File: src/rtl/matrix_rxrec_ctrl.sv
// Record-level controller for the rx-to-host buffer: packs tag replies into fixed
// memory slots, prepends a header word per record and lets the host drain them in order.
module matrix_rxrec_ctrl #(
  parameter int NSLOT = 2,
  parameter int SLOTW = 20
) (
  input  logic        Clk,
  input  logic        Reset,
  input  logic        TagDataType,
  input  logic        rx_RecStart,
  input  logic        rx_ShiftLoad,
  input  logic [31:0] rx_ShiftDataOut,
  input  logic [7:0]  rx_ShiftBitCnt,
  input  logic        rx_RecEnd,
  input  logic        rx_RecAbort,
  input  logic        fifoRead,
  output logic [31:0] fifoDataOut,
  output logic        fifoDataValid,
  output logic        fifoRecDone,
  output logic        fifoEmpty,
  output logic        fifoFull,
  output logic [1:0]  fifoCnt,
  output logic        fifoOverflow,
  output logic        rx_RN16Received,
  output logic        rx_PCEPCReceived
);

  localparam int DEPTH = NSLOT * SLOTW;
  localparam int AW    = $clog2(DEPTH);
  localparam int IW    = $clog2(SLOTW + 1);

  typedef enum logic [1:0] {W_IDLE, W_COLL, W_HDR, W_DROP} wState_t;

  wState_t       wState;
  logic [1:0]    wSlot;
  logic [1:0]    rSlot;
  logic [IW-1:0] wIdx;
  logic [IW-1:0] rIdx;
  logic [10:0]   bitLen;
  logic          recType;
  logic [IW-1:0] slotLen [4];

  logic [31:0]   mem [DEPTH];
  logic [31:0]   ramQ;
  logic          memWe;
  logic [AW-1:0] memWaddr;
  logic [31:0]   memWdata;
  logic [AW-1:0] rdAddr;

  logic          loadOk;
  logic          commit;
  logic          rdAccept;
  logic          rdLast;
  logic          freeSlot;
  logic [11:0]   bitSum;
  logic [10:0]   bitLenSat;
  logic [11:0]   wordsRaw;
  logic [IW-1:0] hdrLen;
  logic [31:0]   header;

  function automatic logic [AW-1:0] slotBase(input logic [1:0] s);
    return AW'(int'(s) * SLOTW);
  endfunction

  function automatic logic [1:0] nextSlot(input logic [1:0] s);
    return (int'(s) == NSLOT - 1) ? 2'd0 : s + 2'd1;
  endfunction

  assign fifoEmpty = (fifoCnt == 2'd0);
  assign fifoFull  = (fifoCnt == 2'(NSLOT));

  // Payload words past the slot capacity are dropped and no longer counted.
  assign loadOk    = (wState == W_COLL) && rx_ShiftLoad && (wIdx < IW'(SLOTW));
  assign commit    = (wState == W_HDR);
  assign bitSum    = {1'b0, bitLen} + {4'b0000, rx_ShiftBitCnt};
  assign bitLenSat = bitSum[11] ? 11'h7FF : bitSum[10:0];
  assign wordsRaw  = (({1'b0, bitLen} + 12'd31) >> 5) + 12'd1;
  assign hdrLen    = (wordsRaw > 12'(SLOTW)) ? IW'(SLOTW) : IW'(wordsRaw);
  assign header    = {recType, bitLen, 1'b1, {4'b0000, nextSlot(wSlot)}, 13'd0};

  assign rdAccept  = fifoRead && !fifoEmpty;
  assign rdAddr    = slotBase(rSlot) + AW'(rIdx);
  assign rdLast    = (rIdx == slotLen[rSlot] - IW'(1));
  assign freeSlot  = rdAccept && rdLast;

  always_comb begin
    memWe    = 1'b0;
    memWaddr = slotBase(wSlot) + AW'(wIdx);
    memWdata = rx_ShiftDataOut;
    if (commit) begin
      memWe    = 1'b1;
      memWaddr = slotBase(wSlot);
      memWdata = header;
    end else if (loadOk) begin
      memWe = 1'b1;
    end
  end

  // Read and write slots never coincide, so no bypass is needed.
  always_ff @(posedge Clk) begin
    if (memWe) mem[memWaddr] <= memWdata;
    if (rdAccept) ramQ <= rdAddr == rdAddr ? mem[rdAddr] : '0;
  end

  assign fifoDataOut = fifoDataValid ? ramQ : 32'd0;

  always_ff @(posedge Clk or negedge Reset) begin
    if (!Reset) begin
      wState           <= W_IDLE;
      wSlot            <= 2'd0;
      wIdx             <= '0;
      bitLen           <= 11'd0;
      recType          <= 1'b0;
      fifoOverflow     <= 1'b0;
      rx_RN16Received  <= 1'b0;
      rx_PCEPCReceived <= 1'b0;
    end else begin
      rx_RN16Received  <= 1'b0;
      rx_PCEPCReceived <= 1'b0;
      case (wState)
        W_IDLE: begin
          if (rx_RecStart) begin
            if (fifoFull) begin
              wState <= W_DROP;
            end else begin
              wState  <= W_COLL;
              recType <= TagDataType;
              wIdx    <= IW'(1);
              bitLen  <= 11'd0;
            end
          end
        end
        W_COLL: begin
          if (loadOk) begin
            wIdx   <= wIdx + IW'(1);
            bitLen <= bitLenSat;
          end
          if (rx_RecAbort)    wState <= W_IDLE;
          else if (rx_RecEnd) wState <= W_HDR;
        end
        W_HDR: begin
          rx_RN16Received  <= !recType;
          rx_PCEPCReceived <= recType;
          wSlot            <= nextSlot(wSlot);
          wState           <= W_IDLE;
        end
        W_DROP: begin
          if (rx_RecAbort) begin
            wState <= W_IDLE;
          end else if (rx_RecEnd) begin
            fifoOverflow <= 1'b1;
            wState       <= W_IDLE;
          end
        end
        default: wState <= W_IDLE;
      endcase
    end
  end

  // Per-slot record length in words, captured at commit so the reader knows the last word.
  always_ff @(posedge Clk or negedge Reset) begin
    if (!Reset) begin
      for (int i = 0; i < 4; i++) slotLen[i] <= '0;
    end else begin
      for (int i = 0; i < 4; i++)
        if (commit && wSlot == 2'(i)) slotLen[i] <= hdrLen;
    end
  end

  always_ff @(posedge Clk or negedge Reset) begin
    if (!Reset) begin
      rSlot         <= 2'd0;
      rIdx          <= '0;
      fifoDataValid <= 1'b0;
      fifoRecDone   <= 1'b0;
    end else begin
      fifoDataValid <= rdAccept;
      fifoRecDone   <= freeSlot;
      if (rdAccept) begin
        if (rdLast) begin
          rIdx  <= '0;
          rSlot <= nextSlot(rSlot);
        end else begin
          rIdx <= rIdx + IW'(1);
        end
      end
    end
  end

  always_ff @(posedge Clk or negedge Reset) begin
    if (!Reset) begin
      fifoCnt <= 2'd0;
    end else begin
      case ({commit, freeSlot})
        2'b10:   fifoCnt <= fifoCnt + 2'd1;
        2'b01:   fifoCnt <= fifoCnt - 2'd1;
        default: fifoCnt <= fifoCnt;
      endcase
    end
  end

endmodule
File: config.mk
export PLATFORM = sky130hd
export DESIGN_NAME = matrix_rxrec_ctrl
export DESIGN_NICKNAME = d
export VERILOG_FILES = /design/src/rtl/matrix_rxrec_ctrl.sv
export SDC_FILE = /design/constraint.sdc
export NUM_CORES = 1
export LEC_CHECK = 0
export ABC_AREA = 1
export ABC_CLOCK_PERIOD_IN_PS = 7100
export CAP_MARGIN = 10
export CORE_MARGIN = 10
export CORE_UTILIZATION = 40
export CTS_BUF_LIST = sky130_fd_sc_hd__clkbuf_16
export CTS_CLUSTER_DIAMETER = 100
export DETAILED_ROUTE_END_ITERATION = 8
export MAX_ROUTING_LAYER = met4
export PLACE_DENSITY_LB_ADDON = 0.3
export SETUP_SLACK_MARGIN = 0.05
export SLEW_MARGIN = 25
export SYNTH_ARGS = -nofsm -noshare
export SYNTH_HDL_FRONTEND = slang
export SYNTH_SLANG_ARGS = --single-unit
File: constraint.sdc
create_clock -name Clk -period 7.1 [get_ports Clk]
set_clock_uncertainty 0.2 [all_clocks]
set_input_delay 1.775 -clock Clk [delete_from_list [all_inputs] [get_ports Clk]]
set_output_delay 1.775 -clock Clk [all_outputs]
set_load 0.005 [all_outputs]
==> reports/qor.txt, run 1 <==
status - finished clean
gr usage total - 21.44%
Routed wire per std cell - 25.65 µm
Die Ht - 392.7 µm
core area - 137800 µm²
clk slew on worst S/H paths - 60 ps
Peak VDD IR - 0.2882 mV
CTS Buffer Depth - 3
post-synth top area cell - edfxtp_1
Clock Sink Count - 1367
row cnt - 136
Resize count post-CTS - 0
P per Cell Area - 434.2 nW/µm²
Ports - 89
Syn Nets - 4490
first-pass GRT wire length - 238300 µm
Setup crit end kind - primary output
final hold violation count - 0
Area contributors post-synth - edfxtp_1 71%, nor2_1 6.6%, o21ai_0 6.0%, o211ai_1 3.2%, dfrtp_1 2.5%
drt first pass iters - 5
Worst setup SP type - flip-flop
DR vias - 36420
Worst slew margin - 27.32%
Final Setup Violations - 0
Hold Path Depth - 1
count of max-cap constraint violations - 0
CTS tree - done
Num CTS Buffers - 143
worst slew pin tran - 1090 ps
Die ar. - 154200 µm²
layout cells sized above 1 - 8.938%
Reg2Reg Depth - 8
Die Width - 392.7 µm
Root Buffer - clkbuf_16
Filler cells - 12090
Synth Instances - 4420
synth warn - 0
crit path max fanout - 33
RSZ-0062 raised after global routing - false
Layout Nets - 4539
Worst-Skew Late Latency - 770 ps
Post-CTS Hold Fix Bufs - 0
Post-Route Utilization - 46.27%
total power - 27.69 mW
Max Fclk - 214.3 MHz
Crit Path Class - reg -> out
Starting Density - 40.32%
setup TNS - 0 ps
HPWL Detailed - 97130 µm
Post-CTS Setup Repair Bufs - 0
Post-Syn Area per Cell - 12.57 µm²
leakage - 21.04 nW
grt ovf - 0
antenna viol nets, final - 0
Worst Path Arrival - 2690 ps
drt drc - 0
sequential fraction of the synthesis area - 73.37%
area growth from synthesis to layout - 14.77%
IO Port Bufs - 88
largest net degree at the start of global routing - 182
gpl congestion - 0.8386
DR iter-0 viols - 4485
period utilization - 65.72%
vias per cell - 5.714
HP Class - reg -> reg
initial antenna violation count - 4
post-synthesis cell area - 55570 µm²
Netlist cell types - 48
vias in the first global route - 34600
Synth top area share - 70.90%
post-layout min period - 4666 ps
Total Wirelength - 163500 µm
Max Slew Vio Count - 0
flop and latch count out of synthesis - 1367
CP Data Required Time - 5120 ps
H-tree Lvls - 4
-- report_power, final --
part	leakage, nW	switching, mW	internal, mW
logic	6.21	7.76	2.71
clock network	2.26	3.07	3.98
registers	12.6	0.341	9.82
-- flip-flops by register name, indices dropped and copies added (netlist names), 5 cells and up --
register	flops
mem	1280
ramQ	32
slotLen	20
bitLen	11
rIdx	5
wIdx	5
-- metrics by stage --
| step | hold WS (ps) | setup WS (ps) | cell area, µm² | std cells |
|---|---|---|---|---|
| finish | 266.8 | 2434 | 63770 | 6373 |
| global route | 281.6 | 2282 | 63770 | 6372 |
| CTS | 265.5 | 2347 | 63540 | 6362 |
| detailed placement | 258.1 | 1827 | 59180 | 6110 |
| global placement | 252.8 | 1668 | 58430 | 6080 |
| floorplan | 214.9 | 2710 | 55570 | 4420 |
-- area by class of cell --
class	instances	area, µm²	share of cell area, %
Clock buffer	150	3754	5.886
Multi-Input combinational cell	2647	13490	21.15
Timing Repair Buffer	192	2417	3.790
Sequential cell	1367	40780	63.95
Tap cell	1794	2245	3.520
Clock inverter	102	605.6	0.9496
Antenna cell	3	7.507	0.01177
Inverter	118	473.0	0.7416
-- cells in the final DEF, fill, tap and decap left out, types with 4 or more instances in the layout --
master,instances
o21ai_0,660
inv_1,129
o21ai_1,4
xor2_1,12
inv_2,11
bufinv_16,5
edfxtp_1,1312
o221ai_1,20
nand2_1,262
nor2_1,917
dfrtp_1,52
clkbuf_16,150
a21oi_1,44
clkdlybuf4s50_1,87
nand2_2,5
buf_12,16
a31oi_1,6
nor2_2,15
nand3_1,239
inv_6,6
ha_1,18
clkinv_1,39
nor2_4,50
buf_4,60
o21ai_2,9
o22ai_1,66
xnor2_1,4
nand4_1,17
buf_16,28
a31o_1,30
o211ai_1,237
clkinv_2,21
-- logic make-up after synthesis --
kind of cell / after synthesis / synth area share, %
XOR/XNOR: 20 / 0.3558
buffers and inverters: 406 / 3.265
AND/OR/NAND/NOR: 1520 / 11.09
adder cells (fa/ha/maj): 22 / 0.5359
flip-flops: 1367 / 73.37
multiplexers: 1 / 0.01801
AO/OA/AOI/OAI: 1084 / 11.36
-- Yosys cell counts (all sizes together) --
cell        n
edfxtp   1312
nor2      983
o21ai     676
nand2     269
nand3     242
o211ai    237
buf       145
clkbuf    143
inv       116
o22ai      66
dfrtp      55
a21oi      44
a31o       31
o221ai     20
ha         19
nand4      18
xor2       16
a31oi       6
or2         4
xnor2       4
fa          3
nor3        3
clkinv      2
a21o        1
a22oi       1
mux2i       1
nor3b       1
o2111ai     1
o21bai      1
-- layer usage --
layer | global-route usage (%) | wire (µm) | up-vias
li1 | - | - | 16240
met1 | 28.45 | 66980 | 18290
met2 | 33.53 | 77720 | 1614
met3 | 3.728 | 13760 | 277
met4 | 6.924 | 4988 | 0
met5 | - | 0 | -
-- path summary, 6_finish.rpt --
path / startpoint / to / slack, ps
setup reg to reg: rSlot[0] / ramQ[9] / 2810
hold reg to reg: recType / rx_RN16Received / 270
min in group asynchronous: Reset / fifoOverflow / 980
hold / removal: recType / rx_RN16Received / 270
max in group asynchronous: Reset / rIdx[0] / 5130
setup / recovery: fifoDataValid / fifoDataOut[31] / 2430
-- worst max-delay path, stage by stage (launching register included) --
cell             delay (ps)
dfrtp_2                1020
nand2_1                 270
inv_1                   120
clkdlybuf4s50_1         520
Power figures use the tool's default switching activity.
==> inputs of run 2 (changes only) <==
--- a/config.mk
+++ b/config.mk
@@ -6,7 +6,7 @@
 export NUM_CORES = 1
 export LEC_CHECK = 0
 export ABC_AREA = 1
-export ABC_CLOCK_PERIOD_IN_PS = 7100
+export ABC_CLOCK_PERIOD_IN_PS = 4600
 export CAP_MARGIN = 10
 export CORE_MARGIN = 10
 export CORE_UTILIZATION = 40
==> constraint.sdc (replaced) <==
create_clock -name Clk -period 4.6 [get_ports Clk]
set_clock_uncertainty 0.2 [all_clocks]
set_input_delay 1.15 -clock Clk [delete_from_list [all_inputs] [get_ports Clk]]
set_output_delay 1.15 -clock Clk [all_outputs]
set_load 0.005 [all_outputs]
==> run 2 against run 1 <==
  * Sequential power rose by 54%
  * Largest power group is now registers
  * Worst hold slack got worse by 100 ps
  * Critical path type unchanged
  * Via count fell by 0.98%
  * Flip-flop and latch count did not move
==> reports/qor.txt, run 2 (same netlist as run 1, synthesis figures left out) <==
status - finished clean
Worst setup SP type - flip-flop
Starting Density - 40.32% (unchanged)
Post-CTS Hold Fix Bufs - 0 (unchanged)
Routed wire per std cell - 24.38 µm (-5.0%)
Crit Path Class - reg -> out
setup TNS - 0 ps (unchanged)
HP Class - in -> async
cell area after layout - 63780 µm² (about the same)
Worst Path Arrival - 2820 ps (+130 ps)
drt drc - 0 (unchanged)
gpl congestion - 0.8444 (+0.69%)
H-tree Lvls - 4 (unchanged)
Max Fclk - 239.7 MHz
period utilization - 90.68%
DR iter-0 viols - 3874 (-14%)
Worst slew margin - 27.82% (+0.51 points)
Die Ht - 392.7 µm (unchanged)
vias per cell - 5.624 (-1.6%)
Biggest register - mem
post-layout min period - 4171 ps
final hold violation count - 0 (unchanged)
core area - 137800 µm² (unchanged)
count of max-cap constraint violations - 0 (unchanged)
first-pass GRT wire length - 233000 µm (-2.3%)
P per Cell Area - 659.2 nW/µm² (+52%)
largest net degree at the start of global routing - 211 (+16%)
Die Width - 392.7 µm (unchanged)
area growth from synthesis to layout - 14.78% (about the same)
Ports - 89 (unchanged)
row cnt - 136 (unchanged)
Layout Nets - 4579 (+0.88%)
Worst-Skew Late Latency - 770 ps (about the same)
largest registers - mem (1280), ramQ (32), slotLen (20)
initial antenna violation count - 1 (-3)
most frequent cells in the layout - 1312 x edfxtp_1, 917 x nor2_1, 660 x o21ai_0, 264 x nand2_1, 239 x nand3_1
Num CTS Buffers - 141 (-1.4%)
Area after DPL - 59470 µm² (+0.48%)
grt ovf - 0 (unchanged)
RSZ-0062 raised after global routing - false
crit path max fanout - 33 (unchanged)
Final Setup Violations - 0 (unchanged)
Peak VDD IR - 0.4947 mV (+72%)
HPWL Detailed - 92290 µm (-5.0%)
Root Buffer - clkbuf_16
gr usage total - 20.60% (-0.84 points)
Setup crit end kind - primary output
worst slew pin tran - 1083 ps (-7.617 ps)
CTS tree - done
R2R setup slack - 970 ps (-1840 ps)
Total Wirelength - 156300 µm (-4.4%)
vias in the first global route - 34770 (+0.49%)
Max Slew Vio Count - 0 (unchanged)
DR vias - 36060 (-0.98%)
most common cell after layout, fill and taps aside - edfxtp_1
Die ar. - 154200 µm² (unchanged)
Clock Sink Count - 1367 (unchanged)
clk slew on worst S/H paths - 60 ps (about the same)
leakage - 21.19 nW (+0.73%)
Min Hold Slack - 164.2 ps (-102.6 ps)
CP Data Required Time - 3250 ps (-1870 ps)
antenna viol nets, final - 0 (unchanged)
Resize count post-CTS - 0 (unchanged)
IO Port Bufs - 88 (unchanged)
layout cells sized above 1 - 9.595% (+0.66 points)
max FFs per register - 1280 (unchanged)
drt first pass iters - 6 (+1)
Post-CTS Setup Repair Bufs - 0 (unchanged)
CTS Buffer Depth - 3 (unchanged)
-- run 2: routing by layer --
| layer | part of all wire [%] | GRT usage [%] | vias to the layer above |
|---|---|---|---|
| li1 | - | - | 16320 |
| met1 | 42 | 26.91 | 18250 |
| met2 | 48 | 33.06 | 1218 |
| met3 | 6.0 | 2.768 | 266 |
| met4 | 3.6 | 7.222 | 0 |
| met5 | 0 | - | - |
-- run 2: layout make-up --
type / count / area [µm²]
diodes: 1 / 2.502
clock buffers: 146 / 3654
clock inverters: 105 / 661.9
fillers: 12120 / 74050
inverters: 118 / 473.0
multi-input cells: 2647 / 13470
flip-flops and latches: 1367 / 40780
well taps: 1794 / 2245
repair buffers: 234 / 2492
-- run 2: worst max-delay path, cell delays in order, from the launching register on --
cell             delay [ps]
dfrtp_2                 980
nand2_1                 400
inv_1                   130
clkdlybuf4s50_1         510
-- run 2: final timing paths --
path / depth (start not counted) / to / from
max in group asynchronous: 2 / rIdx[1] / Reset
worst max register to register: 8 / ramQ[25] / rSlot[0]
worst min-delay path: 1 / bitLen[9] / Reset
worst min register to register: 1 / rx_RN16Received / recType
worst max-delay path: 3 / fifoDataOut[14] / fifoDataValid
min in group Clk: 1 / rx_RN16Received / recType
-- run 2: through the flow --
step	total power [mW]	instances	worst slack [ps]	util, %
6_report	42.05	6412	428.5	46.28
5_1_grt	44.09	6412	311.5	46.28
4_1_cts	42.28	6411	319.6	46.27
3_5_place_dp	31.60	6160	712.8	43.14
3_3_place_gp	31.45	6159	713.9	43.12
2_1_floorplan	25.18	4420	834.7	-
-- run 2: report_power, final --
part           internal (mW)  leakage (nW)  switching [mW]
registers               15.2          12.6           0.501
clock network           5.98          2.28            4.74
logic                   4.38          6.34            11.3
